`src/rtl/sd_spi_pkg.sv`:
```
// Shared types and SPI mode constants for the SD SPI initiator.
package sd_spi_pkg;

  typedef enum logic [1:0] {IDLE, LOW, HIGH, TAIL} spi_state_e;

  localparam logic SPI_CPOL = 1'b0;
  localparam logic SPI_CPHA = 1'b0;

endpackage

```
`src/rtl/sd_spi_master_if.sv`:
```
// User-side byte stream plus SPI pins of the SD SPI initiator.
interface sd_spi_master_if #(
  parameter int unsigned DIV_W = 8
);
  logic [DIV_W-1:0] div;
  logic             cs_en;
  logic             tx_valid;
  logic             tx_ready;
  logic [7:0]       tx_data;
  logic             rx_valid;
  logic [7:0]       rx_data;
  logic             busy;
  logic             sck;
  logic             mosi;
  logic             miso;
  logic             ss;

  modport master (
    input  div, cs_en, tx_valid, tx_data, miso,
    output tx_ready, rx_valid, rx_data, busy, sck, mosi, ss
  );

  modport slave (
    output div, cs_en, tx_valid, tx_data, miso,
    input  tx_ready, rx_valid, rx_data, busy, sck, mosi, ss
  );
endinterface

```
`src/rtl/spi_half_tick.sv`:
```
// Loadable down-counter timing one sck half-period; tick while the count sits at zero.
module spi_half_tick #(
  parameter int unsigned DIV_W = 8
) (
  input  logic             i_clk_sys,
  input  logic             i_reset,
  input  logic             i_load,
  input  logic [DIV_W-1:0] i_load_val,
  output logic             o_tick,
  output logic             o_tick_next
);

  logic [DIV_W-1:0] r_cnt;
  logic [DIV_W-1:0] w_cnt_d;

  always_comb begin
    w_cnt_d = r_cnt;
    if (i_load) begin
      w_cnt_d = i_load_val;
    end else if (r_cnt != '0) begin
      w_cnt_d = r_cnt - 1'b1;
    end
  end

  always_ff @(posedge i_clk_sys or posedge i_reset) begin
    if (i_reset) begin
      r_cnt <= '0;
    end else begin
      r_cnt <= w_cnt_d;
    end
  end

  assign o_tick      = (r_cnt == '0);
  // Lets the parent register outputs that depend on the next cycle being a tick.
  assign o_tick_next = (w_cnt_d == '0);

endmodule

```
`src/rtl/sd_spi_master.sv`:
```
// Byte-wide SPI mode-0 initiator for the SD link; back-to-back streaming, user-driven ss.
module sd_spi_master
  import sd_spi_pkg::*;
#(
  parameter int unsigned DIV_W     = 8,
  parameter logic        IDLE_MOSI = 1'b1
) (
  input logic             i_clk_sys,
  input logic             i_reset,
  sd_spi_master_if.master io_bus
);

  spi_state_e       r_state, w_state_d;
  logic [2:0]       r_bit, w_bit_d;
  logic [DIV_W-1:0] r_div, w_div_d;
  logic [7:0]       r_tx_shift, w_tx_shift_d;
  logic [7:0]       r_rx_shift, w_rx_shift_d;
  logic             r_pend, w_pend_d;
  logic [7:0]       r_pend_data, w_pend_data_d;
  logic             r_sck, w_sck_d;
  logic             r_mosi, w_mosi_d;
  logic             r_ss, w_ss_d;
  logic             r_tx_ready, w_tx_ready_d;
  logic             r_rx_valid, w_rx_valid_d;
  logic [7:0]       r_rx_data, w_rx_data_d;
  logic             r_busy, w_busy_d;

  logic             w_accept;
  logic             w_load;
  logic [DIV_W-1:0] w_load_val;
  logic             w_tick;
  logic             w_tick_next;

  spi_half_tick #(
    .DIV_W (DIV_W)
  ) u_half_tick (
    .i_clk_sys   (i_clk_sys),
    .i_reset     (i_reset),
    .i_load      (w_load),
    .i_load_val  (w_load_val),
    .o_tick      (w_tick),
    .o_tick_next (w_tick_next)
  );

  assign w_accept = io_bus.tx_valid & r_tx_ready;

  always_comb begin
    w_state_d     = r_state;
    w_bit_d       = r_bit;
    w_div_d       = r_div;
    w_tx_shift_d  = r_tx_shift;
    w_rx_shift_d  = r_rx_shift;
    w_pend_d      = r_pend;
    w_pend_data_d = r_pend_data;
    w_sck_d       = r_sck;
    w_rx_valid_d  = 1'b0;
    w_rx_data_d   = r_rx_data;
    w_load        = 1'b0;
    w_load_val    = r_div;

    unique case (r_state)
      IDLE: begin
        if (w_accept) begin
          w_state_d    = LOW;
          w_bit_d      = 3'd7;
          w_div_d      = io_bus.div;
          w_load       = 1'b1;
          w_load_val   = io_bus.div;
          w_tx_shift_d = io_bus.tx_data;
        end
      end
      LOW: begin
        // Streaming slot: the next byte waits here until TAIL.
        if (w_accept) begin
          w_pend_d      = 1'b1;
          w_pend_data_d = io_bus.tx_data;
        end
        if (w_tick) begin
          w_state_d = HIGH;
          w_sck_d   = ~SPI_CPOL;
          w_load    = 1'b1;
          if (SPI_CPHA == 1'b0) begin
            w_rx_shift_d = {r_rx_shift[6:0], io_bus.miso};
          end
        end
      end
      HIGH: begin
        if (w_tick) begin
          w_sck_d      = SPI_CPOL;
          w_tx_shift_d = {r_tx_shift[6:0], IDLE_MOSI};
          if (r_bit == 3'd0) begin
            w_state_d = TAIL;
          end else begin
            w_state_d = LOW;
            w_bit_d   = r_bit - 3'd1;
            w_load    = 1'b1;
          end
        end
      end
      TAIL: begin
        w_rx_valid_d = 1'b1;
        w_rx_data_d  = r_rx_shift;
        if (r_pend) begin
          w_pend_d     = 1'b0;
          w_state_d    = LOW;
          w_bit_d      = 3'd7;
          w_div_d      = io_bus.div;
          w_load       = 1'b1;
          w_load_val   = io_bus.div;
          w_tx_shift_d = r_pend_data;
        end else begin
          w_state_d = IDLE;
        end
      end
      default: w_state_d = IDLE;
    endcase

    w_busy_d = (w_state_d != IDLE);
    w_mosi_d = (w_state_d == LOW || w_state_d == HIGH) ? w_tx_shift_d[7] : IDLE_MOSI;
    // ss may assert at once but only releases once no byte is in flight.
    w_ss_d   = io_bus.cs_en ? 1'b0 : (w_busy_d ? r_ss : 1'b1);
  end

  assign w_tx_ready_d = (w_state_d == IDLE) ||
                        (w_state_d == LOW && w_bit_d == 3'd0 && w_tick_next);

  always_ff @(posedge i_clk_sys or posedge i_reset) begin
    if (i_reset) begin
      r_state     <= IDLE;
      r_bit       <= 3'd7;
      r_div       <= '0;
      r_tx_shift  <= '0;
      r_rx_shift  <= '0;
      r_pend      <= 1'b0;
      r_pend_data <= '0;
      r_sck       <= SPI_CPOL;
      r_mosi      <= IDLE_MOSI;
      r_ss        <= 1'b1;
      r_tx_ready  <= 1'b0;
      r_rx_valid  <= 1'b0;
      r_rx_data   <= '0;
      r_busy      <= 1'b0;
    end else begin
      r_state     <= w_state_d;
      r_bit       <= w_bit_d;
      r_div       <= w_div_d;
      r_tx_shift  <= w_tx_shift_d;
      r_rx_shift  <= w_rx_shift_d;
      r_pend      <= w_pend_d;
      r_pend_data <= w_pend_data_d;
      r_sck       <= w_sck_d;
      r_mosi      <= w_mosi_d;
      r_ss        <= w_ss_d;
      r_tx_ready  <= w_tx_ready_d;
      r_rx_valid  <= w_rx_valid_d;
      r_rx_data   <= w_rx_data_d;
      r_busy      <= w_busy_d;
    end
  end

  assign io_bus.sck      = r_sck;
  assign io_bus.mosi     = r_mosi;
  assign io_bus.ss       = r_ss;
  assign io_bus.tx_ready = r_tx_ready;
  assign io_bus.rx_valid = r_rx_valid;
  assign io_bus.rx_data  = r_rx_data;
  assign io_bus.busy     = r_busy;

endmodule

```
`src/flat_wrapper.sv`:
```
// flat-port wrapper written by rule: the top's interface ports become plain ports
module sd_spi_master_flat import sd_spi_pkg::*;
#(
  parameter int unsigned DIV_W     = 8,
  parameter logic        IDLE_MOSI = 1'b1
)
  (i_clk_sys, i_reset, io_bus_div, io_bus_cs_en, io_bus_tx_valid, io_bus_tx_data, io_bus_miso, io_bus_tx_ready, io_bus_rx_valid, io_bus_rx_data, io_bus_busy, io_bus_sck, io_bus_mosi, io_bus_ss);
  sd_spi_master_if #(.DIV_W(DIV_W)) io_bus_i ();
  input logic i_clk_sys;
  input logic i_reset;
  input wire logic [$bits(io_bus_i.div)-1:0] io_bus_div;
  input wire logic [$bits(io_bus_i.cs_en)-1:0] io_bus_cs_en;
  input wire logic [$bits(io_bus_i.tx_valid)-1:0] io_bus_tx_valid;
  input wire logic [$bits(io_bus_i.tx_data)-1:0] io_bus_tx_data;
  input wire logic [$bits(io_bus_i.miso)-1:0] io_bus_miso;
  output wire logic [$bits(io_bus_i.tx_ready)-1:0] io_bus_tx_ready;
  output wire logic [$bits(io_bus_i.rx_valid)-1:0] io_bus_rx_valid;
  output wire logic [$bits(io_bus_i.rx_data)-1:0] io_bus_rx_data;
  output wire logic [$bits(io_bus_i.busy)-1:0] io_bus_busy;
  output wire logic [$bits(io_bus_i.sck)-1:0] io_bus_sck;
  output wire logic [$bits(io_bus_i.mosi)-1:0] io_bus_mosi;
  output wire logic [$bits(io_bus_i.ss)-1:0] io_bus_ss;
  assign io_bus_i.div = io_bus_div;
  assign io_bus_i.cs_en = io_bus_cs_en;
  assign io_bus_i.tx_valid = io_bus_tx_valid;
  assign io_bus_i.tx_data = io_bus_tx_data;
  assign io_bus_i.miso = io_bus_miso;
  assign io_bus_tx_ready = io_bus_i.tx_ready;
  assign io_bus_rx_valid = io_bus_i.rx_valid;
  assign io_bus_rx_data = io_bus_i.rx_data;
  assign io_bus_busy = io_bus_i.busy;
  assign io_bus_sck = io_bus_i.sck;
  assign io_bus_mosi = io_bus_i.mosi;
  assign io_bus_ss = io_bus_i.ss;
  sd_spi_master #(.DIV_W(DIV_W), .IDLE_MOSI(IDLE_MOSI)) u_core (.i_clk_sys(i_clk_sys), .i_reset(i_reset), .io_bus(io_bus_i));
endmodule
```
`config.mk`:
```
export PLATFORM = sky130hd
export DESIGN_NAME = sd_spi_master_flat
export DESIGN_NICKNAME = d
export VERILOG_FILES = /design/src/rtl/sd_spi_pkg.sv /design/src/rtl/sd_spi_master_if.sv /design/src/rtl/spi_half_tick.sv /design/src/rtl/sd_spi_master.sv /design/src/flat_wrapper.sv
export SDC_FILE = /design/constraint.sdc
export NUM_CORES = 1
export LEC_CHECK = 0
export CAP_MARGIN = 40
export CORE_UTILIZATION = 50
export CTS_CLUSTER_SIZE = 40
export DETAILED_ROUTE_END_ITERATION = 10
export GPL_TIMING_DRIVEN = 0
export PLACE_DENSITY = 0.75
export SLEW_MARGIN = 25
export SYNTH_ARGS = -nofsm -noshare
export SYNTH_HDL_FRONTEND = slang
export SYNTH_SLANG_ARGS = --single-unit
export TNS_END_PERCENT = 5
```
`constraint.sdc`:
```
create_clock -name i_clk_sys -period 2.3 [get_ports i_clk_sys]
set_input_delay 0.23 -clock i_clk_sys [delete_from_list [all_inputs] [get_ports i_clk_sys]]
set_output_delay 0.23 -clock i_clk_sys [all_outputs]
set_load 0.05 [all_outputs]
```
After elaboration in Yosys (flattened, before gate mapping)
Cells that the tools add are included.
- bits in registers: 60
- bits of input ports: 21
- output and inout port bits: 14
- logic and storage cells: 85
- add/subtract/negate cells: 2
- equal/unequal tests: 11
- muxes and demuxes: 35
- bitwise operators: 1
- reduce and logical (&&, ||, !) cells: 20
- operators by type and width (kind ; count):
    2-to-1 mux 8 bit ; 7
    case mux 8 bit (3 select lines) ; 1
    zero test 8 bit ; 2
    case mux 8 bit (2 select lines) ; 1
    2-to-1 mux 1 bit ; 13
    2-to-1 mux 3 bit ; 4
    case mux 3 bit (3 select lines) ; 1
    2-to-1 mux 2 bit ; 4
    case mux 2 bit (4 select lines) ; 1
    nonzero test 8 bit ; 1
    subtractor 8 x 1 -> 8 bit (second input constant) ; 1
    equality test 2 bit (second input constant) ; 3
    zero test 3 bit ; 2
    inequality test 2 x 1 -> 1 bit (second input constant) ; 3
    inequality test 2 bit (second input constant) ; 3
    AND reduction 2 bit ; 3
    nonzero test 2 bit ; 3
    equality test 2 x 1 -> 1 bit (second input constant) ; 2
    zero test 2 bit ; 2
    case mux 1 bit (2 select lines) ; 2
    case mux 1 bit (4 select lines) ; 1
    AND reduction 4 bit ; 1
    AND reduction 3 bit ; 1
    nonzero test 3 bit ; 1
    other kinds (4) ; 6

Depth between registers and ports, before layout
- depth after elaboration: 8
- gate-level depth with buffers: 12
- gate-level depth less buffers: 12

Modules after synthesis
Synthesis repeated with hierarchy kept, for this count alone.
- cells, all modules: 247
- area, all modules: 2840.2 µm²
- by module, submodules not included (module ; instances ; cells each ; area an instance (µm²) ; sequential area each (µm²)):
    sd_spi_master ; 1 ; 188 ; 2294.7 ; 1307.5
    spi_half_tick ; 1 ; 59 ; 545.5 ; 200.2

Worst setup path after synthesis
Ideal clock, no wire load.
- kind: reg-to-reg
- from: reg u_core.u_half_tick.r_cnt[0]
- to: reg u_core.r_tx_ready, in the netlist u_core.io_bus.tx_ready
- setup time: 0.120 ns
- arrival time: 2.229 ns
- required time: 2.180 ns
- setup slack: -0.049 ns
- cell stages (with the launch flop): 13
- path buffers: 0
- clock period less this slack: 2.349 ns
- cell sequence: dfrtp_1 inv_1 ha_1 nor3b_1 nand2_1 a21oi_1 a21oi_1 nor3_1 a21oi_1 ha_1 nand3_1 o22ai_1 a41o_1
- longest elaborated chain between the ends: 7
- elaborated cells between the ends (all ways): 20
- classes of those cells: add/sub: 1; eq/ne: 1; mux: 10; reduce/logical: 8
- ends and longest elaborated chain (what ; line ; RTL):
    from (decl) ; spi_half_tick.sv:13 ; logic [DIV_W-1:0] r_cnt;
    from (signal assigned) ; spi_half_tick.sv:29 ; r_cnt <= w_cnt_d;
    zero test 8 bit * ; spi_half_tick.sv:33 ; assign o_tick = (r_cnt == '0);
    2-to-1 mux 2 bit (on tied branches) ; sd_spi_master.sv:88, sd_spi_master.sv:78 ;
    case mux 2 bit (4 select lines) * ; sd_spi_master.sv:61 ; unique case (r_state)
    net u_core.w_state_d[0] ; sd_spi_master.sv:13 ; spi_state_e r_state, w_state_d;
    equality test 2 x 1 -> 1 bit ; sd_spi_master.sv:125 ; (w_state_d == LOW && w_bit_d == 3'd0 && w_tick_next);
    logical AND 1 bit (2 in series) ; sd_spi_master.sv:125 ;
    logical OR 1 bit * ; sd_spi_master.sv:124 ; assign w_tx_ready_d = (w_state_d == IDLE) ||
    net u_core.w_tx_ready_d ; sd_spi_master.sv:23 ; logic r_tx_ready, w_tx_ready_d;
    to (signal assigned) ; sd_spi_master.sv:154 ; r_tx_ready <= w_tx_ready_d;
    to (decl) ; sd_spi_master.sv:23 ;
Mark *: on every way through the listed nets, which the timed path passes. The rest lies on a longest branch.
A chain may end at the register's enable or synchronous reset.

Worst setup path after layout
- from: reg u_core.u_half_tick.r_cnt[1]
- to: reg u_core.r_tx_ready, in the netlist u_core.io_bus.tx_ready
Same word-level chain as after synthesis.

==> results by group <==
Outcome
  • Outcome: completed

Clock network
  • Num CTS Buffers: 9
  • H-tree depth: 3
  • Clk buf depth: 2
  • Worst-path clk slew: around 0.07 ns
  • # hold bufs at CTS: 0
  • CTS Sinks: 60
  • CTS tree: yes
  • Worst-Skew Late Latency: approximately 0.33 ns
  • Root buf cell: clkbuf_8

Timing
  • Final WS setup: roughly 0.049 ns
  • FMAX: about 0.44 GHz
  • Final Max Tran Viols: 0
  • Final Hold Viols: 0
  • Final Setup Violations: 0
  • Final worst path period need: roughly 2.3 ns
  • Slew @ Worst Pin: about 0.56 ns
  • Slew margin rel.: 62.3%
  • Clock skew: approximately 0.0067 ns
  • Unrepaired setup endpoints after global routing: yes
  • Setup TNS: 0 ns
  • Final period utilization: slightly below 100%

Layout
  • Final cell count without fillers: approximately 400
  • Share of cells above drive strength 1: 28.6%
  • Final core occ: between 60% and 70%
  • FF+latch area: between 1500 and 2000 µm²
  • Area of the multi-input gates: around 1500 µm²
  • Nets: between 300 and 400
  • Fillers: 430
  • Final instance area: ~3800 µm²
  • Area grow syn2layout: 29.1%
  • Ant. Diodes: 0

Worst setup path
  • R2R depth: 12
  • CP startpoint kind: flop
  • CP required: 2.52 ns
  • R2R setup slack: 0.05 ns
  • Max FO, Critical Path: 5
  • WS Path Type: reg -> reg
  • Slowest-stage cell, CP: dfrtp_1
  • Critical path, cell by cell: inv_2 -> ha_4 -> nor3b_4 -> nand2_4 -> a21oi_2 -> a21oi_2 -> nor3_2 -> a21oi_2 -> ha_2 -> nand3_2 -> o22ai_2 -> a41o_1
  • CP arrival: 2.48 ns
  • CP peak stage delay: approximately 0.42 ns
  • Crit. End Element: flop
  • RR Startpoint: u_core.u_half_tick.r_cnt[1]
  • Critical Path Most Common Cell: a21oi_2
  • Reg2reg end: u_core.io_bus.tx_ready

Floorplan
  • CORE AREA: about 5600 µm²
  • Num rows: 27
  • Die Area: between 6000 and 7000 µm²
  • Die span in x: ~80 µm
  • I/O pin count: 35
  • Starting Density: between 50% and 60%
  • DIE HEIGHT: approximately 79 µm

Place
  • Pre-CTS setup slack: -0.330 ns
  • Placed cell area: 3410 µm²
  • Post-DP HPWL: 4.34 mm
  • DP Cell Count: 371
  • IO buf count: 34
  • GPL Wtd Cong: approximately 0.85

Routing
  • Antenna Nets Post-Route: 0
  • DR DRC count: 0
  • Total number of vias: 2308
  • WL/cell: about 16 µm
  • Initial drt markers: approximately 150
  • Routed WL: 6.41 mm
  • DR pass1 iterations: 5
  • Post-DR vias/cell: approximately 5.8

Min path
  • Min-delay worst type: in -> async

Synthesis
  • Yosys cell types: 52
  • Ys flop type: dfrtp_1
  • Net Count, Synth: about 300
  • Yosys reg bits: 60
  • YS warnings: 0
  • Mapped Cells: 264
  • Top-area cell type share of the netlist area: between 40 and 50%
  • Synthesized cell area: 2950 µm²
  • Async SR Flop Fraction: 100%
  • Syn Area/Cell: around 11 µm²
  • Area leader, netlist: dfrtp_1
  • Top post-synthesis cells by area: dfrtp_1 47%, mux2_2 10%, dfstp_2 4.5%, ha_1 4.2%, nand2_1 2.8%
  • EDFF count, synth: 0
  • Sequential area share after synthesis: between 50% and 60%

Global routing
  • Initial antenna violation count: 0
  • First-pass GRT wire length: ~11 mm
  • GRT Total Usage: 22.6%
  • Gr ovfl total: 0
  • Pin count of the biggest net entering global routing: 44
  • Number of global-route vias before repair: 2295

Power and ir drop
  • Leak Pwr: ~1.7 nW
  • Pwr per Cell Area: around 570 nW/µm²
  • VDD IR-drop max: 0.509 mV

Job
  • Max cap viols: 0
final cells by class:
type	instances	share of cell area (%)
flip-flops and latches	60	39.6
multi-input cells	180	38.3
repair buffers	46	11.6
clock buffers	11	3.71
well taps	72	2.36
clock inverters	5	1.97
inverters	14	1.44
plain buffers	9	1.02
flip-flops by register name, summed over array words and instances (netlist names):
register                  cells
u_core.io_bus.rx_valid        1
u_core.r_rx_shift             8
u_core.r_pend                 1
u_core.io_bus.sck             1
u_core.r_pend_data            8
u_core.io_bus.ss              1
u_core.io_bus.mosi            1
u_core.io_bus.busy            1
u_core.io_bus.tx_ready        1
u_core.u_half_tick.r_cnt      8
u_core.r_tx_shift             8
u_core.io_bus.rx_data         8
u_core.r_bit                  3
u_core.r_state                2
u_core.r_div                  8
metal layers:
| layer | track usage [%] | share of wire, % | up-vias |
|---|---|---|---|
| li1 | - | - | 1089 |
| met1 | 29.7 | 45 | 1132 |
| met2 | 35.9 | 48 | 72 |
| met3 | 4.83 | 4.6 | 15 |
| met4 | 10.0 | 2.2 | 0 |
| met5 | 0 | 0 | - |
synth_stat cells, drive strengths merged, types with 2 or more instances:
| cell type | n |
|---|---|
| xnor2 | 2 |
| inv | 14 |
| nand3 | 5 |
| mux2i | 2 |
| clkbuf | 5 |
| dfstp | 5 |
| o31ai | 2 |
| o21ai | 15 |
| nand2 | 22 |
| nor4 | 2 |
| a221oi | 2 |
| a22o | 8 |
| o22ai | 2 |
| and3 | 2 |
| ha | 10 |
| dfrtp | 55 |
| a21oi | 16 |
| nor2 | 17 |
| nor3b | 4 |
| or4 | 5 |
| nand3b | 3 |
| o41ai | 2 |
| buf | 5 |
| a31oi | 2 |
| mux2 | 27 |
| a222oi | 7 |
| nor3 | 5 |
critical path, delay by kind of cell, from the launching register on:
kind	cells	cell delay [ns]
AOI/OAI and AO/OA	5	0.59
adders and majority gates	2	0.34
buffers and inverters	1	0.09
DFF	1	0.42
and+or+nand+nor	4	0.71
through the flow:
stage	hold slack, ns	total power, mW
floorplan	0.263	1.11
global placement	0.451	1.16
detailed placement	0.459	1.16
CTS	0.189	2.20
global route	0.211	2.25
finish	0.186	2.17
worst max path at each step:
| stage | start | to | slack, ns |
|---|---|---|---|
| 2_1_floorplan | u_core.u_half_tick.r_cnt[0] | u_core.io_bus.tx_ready | 0.07 |
| 3_3_place_gp | i_reset | u_core.r_div[2] | -0.42 |
| 3_5_place_dp | u_core.u_half_tick.r_cnt[0] | u_core.io_bus.tx_ready | -0.33 |
| 4_1_cts | u_core.u_half_tick.r_cnt[0] | u_core.io_bus.tx_ready | 0.01 |
| 5_1_grt | u_core.u_half_tick.r_cnt[0] | u_core.io_bus.tx_ready | -0.07 |
| 6_report | u_core.u_half_tick.r_cnt[1] | u_core.io_bus.tx_ready | 0.05 |
logic make-up after synthesis:
| family | after synthesis | share of synthesized area [%] |
|---|---|---|
| compound gates | 66 | 16.3 |
| xor+xnor | 3 | 0.891 |
| fa+ha+maj | 10 | 4.24 |
| buf+inv | 24 | 3.14 |
| flops | 60 | 51.1 |
| mux | 29 | 11.0 |
| simple gates | 72 | 13.4 |
where the power goes:
part	internal, mW	switching, mW	leakage [nW]	total [mW]
sequential	1.06	0.00469	0.770	1.07
clock	0.634	0.390	0.113	1.02
combinational	0.0413	0.0352	0.830	0.0765
placed cells by master (no fill, tap or decap), drive strengths merged, types with 2 or more instances in the layout:
cell type	Yosys	routed
a22o	8	8
buf	5	18
clkinv	0	3
clkdlybuf4s50	0	34
ha	10	10
o31ai	2	2
nor3b	4	4
nor2	17	17
a222oi	7	7
mux2i	2	2
inv	14	14
dfstp	5	5
nand3	5	5
xnor2	2	2
nand2	22	22
clkbuf	5	14
dfrtp	55	55
or4	5	5
nor3	5	5
nand3b	3	3
a221oi	2	2
bufinv	0	2
and3	2	2
o41ai	2	2
mux2	27	27
o21ai	15	15
a31oi	2	2
a21oi	16	16
nor4	2	2
o22ai	2	2
timing repair:
item                                    CTS  global route
resized for setup                        15            14
endpoints found under the setup margin    9            15
setup buffers                             1            10
pin swaps                                 2             6
cloned                                    0             0
No activity file was read; power rests on OpenSTA's default activity.
